--- src/rtl/tc_pix_capture.sv ---
// Pixel capture for the focal-plane readout: tags ADC words with (x, y, SOF/EOL/EOF) from the
// timing-controller strobes and queues them in a small FIFO with overflow and frame-fault flags.
module tc_pix_capture #(
  parameter int COLS       = 320,
  parameter int ROWS       = 240,
  parameter int ADC_W      = 14,
  parameter int FIFO_DEPTH = 8
) (
  input  logic             clk,
  input  logic             rst,
  input  logic             f_sync,
  input  logic             dr,
  input  logic             sample,
  input  logic             integ,
  input  logic [ADC_W-1:0] adc_data,
  input  logic             out_ready,
  output logic             pix_valid,
  output logic [ADC_W-1:0] pix_data,
  output logic [8:0]       pix_x,
  output logic [7:0]       pix_y,
  output logic             pix_sof,
  output logic             pix_eol,
  output logic             pix_eof,
  output logic             ovf,
  output logic             frame_err
);

  localparam int AW = (FIFO_DEPTH > 1) ? $clog2(FIFO_DEPTH) : 1;
  localparam int EW = ADC_W + 9 + 8 + 3;
  localparam logic [8:0]  X_LAST = 9'(COLS - 1);
  localparam logic [7:0]  Y_LAST = 8'(ROWS - 1);
  localparam logic [8:0]  Y_LIM  = 9'(ROWS);
  localparam logic [AW:0] FULL_CNT = (AW + 1)'(FIFO_DEPTH);

  typedef enum logic [1:0] {IDLE, WAIT_ROW, ROW, ROW_END} state_t;

  state_t state;

  logic             f_sync_p0, f_sync_p1;
  logic             dr_p0, dr_p1;
  logic             sample_p0, sample_p1;
  logic             integ_p0;
  logic [ADC_W-1:0] adc_p0;

  logic [8:0]       x;
  logic [7:0]       y;

  logic             vld_p2;
  logic [ADC_W-1:0] data_p2;
  logic [8:0]       x_p2;
  logic [7:0]       y_p2;
  logic             sof_p2, eol_p2, eof_p2;

  logic [EW-1:0]    mem [FIFO_DEPTH];
  logic [AW-1:0]    wr_ptr, rd_ptr;
  logic [AW:0]      count;
  logic [EW-1:0]    head;

  logic fs_rise, dr_rise, dr_fall, smp_fall;
  logic full, pop, push;

  assign fs_rise  = f_sync_p0 & ~f_sync_p1;
  assign dr_rise  = dr_p0 & ~dr_p1;
  assign dr_fall  = ~dr_p0 & dr_p1;
  assign smp_fall = ~sample_p0 & sample_p1;

  assign full      = (count == FULL_CNT);
  assign pix_valid = (count != '0);
  assign pop       = pix_valid & out_ready;
  // A full FIFO still accepts a write when the head leaves in the same cycle.
  assign push      = vld_p2 & (~full | pop);

  // Stage p0/p1: input registration and edge history; FSM and counters
  always_ff @(posedge clk or posedge rst) begin
    if (rst) begin
      f_sync_p0 <= 1'b0;
      f_sync_p1 <= 1'b0;
      dr_p0     <= 1'b0;
      dr_p1     <= 1'b0;
      sample_p0 <= 1'b0;
      sample_p1 <= 1'b0;
      integ_p0  <= 1'b0;
      state     <= IDLE;
      x         <= '0;
      y         <= '0;
      vld_p2    <= 1'b0;
      frame_err <= 1'b0;
    end else begin
      f_sync_p0 <= f_sync;
      f_sync_p1 <= f_sync_p0;
      dr_p0     <= dr;
      dr_p1     <= dr_p0;
      sample_p0 <= sample;
      sample_p1 <= sample_p0;
      integ_p0  <= integ;
      vld_p2    <= 1'b0;
      frame_err <= 1'b0;
      if (fs_rise) begin
        x     <= '0;
        y     <= '0;
        state <= WAIT_ROW;
        if (state != IDLE) frame_err <= 1'b1;
      end else begin
        case (state)
          WAIT_ROW: begin
            if (dr_rise && ({1'b0, y} < Y_LIM)) begin
              x     <= '0;
              state <= ROW;
            end
          end
          ROW: begin
            // Readout window closed before the row was complete.
            if (dr_fall) begin
              frame_err <= 1'b1;
              if (y == Y_LAST) state <= IDLE;
              else begin
                y     <= y + 8'd1;
                state <= WAIT_ROW;
              end
            end else if (smp_fall && !integ_p0) begin
              vld_p2 <= 1'b1;
              x      <= x + 9'd1;
              if (x == X_LAST) state <= ROW_END;
            end
          end
          ROW_END: begin
            if (dr_fall) begin
              if (y == Y_LAST) state <= IDLE;
              else begin
                y     <= y + 8'd1;
                state <= WAIT_ROW;
              end
            end
          end
          default: ;
        endcase
      end
    end
  end

  // Stage p2: captured pixel and tags, computed from pre-increment counters
  always_ff @(posedge clk) begin
    adc_p0  <= adc_data;
    data_p2 <= adc_p0;
    x_p2    <= x;
    y_p2    <= y;
    sof_p2  <= (x == '0) && (y == '0);
    eol_p2  <= (x == X_LAST);
    eof_p2  <= (x == X_LAST) && (y == Y_LAST);
  end

  // Stage p3: output FIFO
  always_ff @(posedge clk or posedge rst) begin
    if (rst) begin
      wr_ptr <= '0;
      rd_ptr <= '0;
      count  <= '0;
      ovf    <= 1'b0;
    end else begin
      if (push) wr_ptr <= wr_ptr + 1'b1;
      if (pop)  rd_ptr <= rd_ptr + 1'b1;
      case ({push, pop})
        2'b10:   count <= count + 1'b1;
        2'b01:   count <= count - 1'b1;
        default: count <= count;
      endcase
      if (fs_rise) ovf <= 1'b0;
      if (vld_p2 && full && !pop) ovf <= 1'b1;
    end
  end

  always_ff @(posedge clk) begin
    if (push) mem[wr_ptr] <= {data_p2, x_p2, y_p2, sof_p2, eol_p2, eof_p2};
  end

  assign head = pix_valid ? mem[rd_ptr] : '0;
  assign {pix_data, pix_x, pix_y, pix_sof, pix_eol, pix_eof} = head;

endmodule

--- config.mk ---
export PLATFORM = sky130hd
export DESIGN_NAME = tc_pix_capture
export DESIGN_NICKNAME = d
export VERILOG_FILES = /design/src/rtl/tc_pix_capture.sv
export SDC_FILE = /design/constraint.sdc
export NUM_CORES = 1
export LEC_CHECK = 0
export CAP_MARGIN = 20
export CORE_MARGIN = 2
export CORE_UTILIZATION = 45
export DETAILED_ROUTE_END_ITERATION = 6
export GPL_TIMING_DRIVEN = 0
export PLACE_DENSITY = 0.62
export REMOVE_ABC_BUFFERS = 1
export SYNTH_ARGS = -nofsm -noshare
export SYNTH_HDL_FRONTEND = slang
export SYNTH_SLANG_ARGS = --single-unit
--- constraint.sdc ---
create_clock -name clk -period 4.7 [get_ports clk]
set_input_delay 0.705 -clock clk [delete_from_list [all_inputs] [get_ports clk]]
set_output_delay 0.705 -clock clk [all_outputs]
set_load 0.02 [all_outputs]
==> results.yml <==
sta:
  fmax_ghz: 0.251
  finalHoldViolations: 0
  fin_crit_sh: 0.847
  maxSlewHeadroom: 0.392
  fin_setup_tns_ps: 0
  worst_slew_pin_slew_ps: 910
  fin_skew_ps: 12.7
  drv_slew: 0
  setup-violations-final: 0
  min_period_ps: 3980
  worst_hold_slack_ps: 325
  grt_setup_unrepaired: "false"
drt:
  wl_met1_um: 11000
  vias: 6537
  wl_met2_um: 12800
  highest_layer: "met4"
  drtIter0Drc: 484
  dr.pass1.iters: 5
  antenna_left: 0
  wl_per_cell_um: 21.3
  route.detailed.drc: 0
  wl_met3_um: 1100
  wirelength_um: 25600
  vias_per_cell: 5.44
pwr:
  ir_drop_mv: 0.323
  leakagePower_nw: 5.40
  power_density_mw_per_mm2: 555
final_layout:
  nNetsFinal: 810
  num_antenna_cells: 0
  drive_gt1_frac: 0.200
  stdcell_area_mm2: 0.0158
  area_growth_pct: 18.5
  post-route-util: 0.538
global_routing:
  grt_first_pass_wirelength_um: 39900
  grt_max_degree: 63
  grt_pass1_vias: 7011
  antenna_found_initial: 0
  grt_overflow_total: 0
  grt_use_total: 0.171
place:
  placed_area_mm2: 0.0147
  dp_hpwl_um: 15600
  portBuffers: 57
  finalWeightedCongestion: 0.781
run_status:
  status: "finished, final reports clean"
clock_network:
  cts_buffer_depth: 3
  clk_pin_slew_ps: 60
  post_cts_buffers: 0
  cts_root_buf: "clkbuf_16"
  cts_hold_buf: 0
  numClockSinks: 359
  cts_buffers: 37
  cts_max_level: 2
  clk_latency_ps: 510
  tritoncts: "yes"
  cts_resized: 0
logic_synthesis:
  synth_seq_area_share: 0.757
  yosysWarnings: 0
  ys.flop_type: "edfxtp_1"
  synth_seq_cells: 359
  synth-edff-count: 272
  netlist_instances: 695
  synthDistinctLibCells: 58
  avgSynthCellArea_um2: 19.2
  async_flop_share: 0.109
  syn-cell-area_mm2: 0.0134
worst_setup_path:
  crit_type: "flop to output pin"
  ff2ff_path_depth: 7
  cp-start-kind: "flop"
  required_ps: 3990
  cp-end-kind: "output pin"
  critPathArrivalTime_ps: 3280
  crit_fanout: 38
die:
  fp.dieH_um: 176
  initial_utilization: 0.454
  die_area_mm2: 0.0311
  ios: 58
  die_x_um: 176
  fp-row-count: 63
  core_area_mm2: 0.0294
job:
  max-cap-violations: 0
worst_hold_path:
  hp-class: "flop to flop"
  hold_depth: 0
## through the flow
step	cells	total power [mW]	setup WS, ps
floorplan	666	5.25	326
global placement	1113	6.19	-2610
detailed placement	1133	6.17	1150
CTS	1201	8.90	592
global route	1201	9.17	457
finish	1201	8.78	718
## synth_stat cells (5+ instances only)
cell type,n,area [µm²]
and3_1,5,31.3
xnor2_1,5,43.8
clkbuf_1,13,48.8
dfrtp_1,39,976
edfxtp_1,272,8170
a21oi_1,7,35.0
nor3_1,5,25.0
nand2b_1,8,50.1
buf_2,10,50.1
nor2_1,50,188
nand2_1,25,93.8
ha_1,7,87.6
a31oi_1,5,31.3
o21ai_0,5,25.0
nand3_1,8,40.0
mux4_2,68,1530
dfxtp_1,48,961
inv_1,9,33.8
mux2i_1,35,350
xor2_1,5,43.8
## routing by layer
| layer | track usage | vias to the layer above |
|---|---|---|
| li1 | - | 2938 |
| met1 | 0.231 | 3389 |
| met2 | 0.283 | 168 |
| met3 | 0.0278 | 42 |
| met4 | 0.0599 | 0 |
| met5 | 0 | - |
## flip-flops by register name, indices dropped and copies added (netlist names), 2 cells and up
register,count
rd_ptr,3
count,4
mem,272
x,9
wr_ptr,3
adc_p0,14
x_p2,9
y,8
y_p2,8
state,2
data_p2,14
## cells by family (layout without fill, tap and decap cells)
family                     after synthesis  in the layout  share of synthesized area
AOI/OAI and AO/OA                       45             45                     0.0241
xor gates and xnor gates                10             10                    0.00656
adders and majority gates                7              7                    0.00656
buffers and inverters                   39            155                     0.0130
DFF                                    359            359                      0.757
muxes                                  104            104                      0.142
and+or+nand+nor                        131            131                     0.0512
## area by class of cell
type,instances,area [µm²]
Fill cell,2256,13600
Sequential cell,359,10100
Clock inverter,12,61.3
Timing Repair Buffer,77,905
Clock buffer,56,1090
Tap cell,390,488
Multi-Input combinational cell,297,3130
Inverter,10,37.5
## layout by cell type, fill, tap and decap left out, types with 4 or more instances in the layout
cell	synthesis	routed
clkbuf_1	13	12
xnor2_1	5	5
nor2_1	50	44
o21ai_0	5	5
xor2_1	5	5
and3_1	5	5
nand3_1	8	8
clkinv_2	0	6
a31oi_1	5	5
buf_12	0	5
mux2i_1	35	35
nand2_1	25	25
mux4_2	68	68
inv_1	9	8
buf_6	1	9
clkbuf_8	0	5
a21oi_1	7	7
clkdlybuf4s50_1	0	57
ha_1	7	7
clkbuf_16	0	39
clkinv_1	0	4
edfxtp_1	272	272
dfxtp_1	48	48
dfrtp_1	39	36
nor2_4	0	6
buf_16	0	4
nand2b_1	8	8
## power breakdown
| group | internal, mW | switching (mW) |
|---|---|---|
| Clock | 1.60 | 1.11 |
| Sequential | 3.49 | 0.256 |
| Combinational | 1.20 | 1.11 |
## path summary, 6_finish.rpt
check	end	slack [ps]	from
max reg2reg	mem[0][17]	1900	count[1]
max	pix_eol	720	rd_ptr[0]
min reg2reg	data_p2[1]	320	adc_p0[1]
max in group asynchronous	rd_ptr[1]	3420	rst
min in group asynchronous	count[2]	680	rst
min	data_p2[1]	320	adc_p0[1]
## worst max-delay path: stages, from the launching register on
cell	delay, ps
dfrtp_4	890
buf_16	350
mux4_2	550
mux2i_1	290
nor2_1	80
clkdlybuf4s50_1	570
No activity file was read; power rests on OpenSTA's default activity.
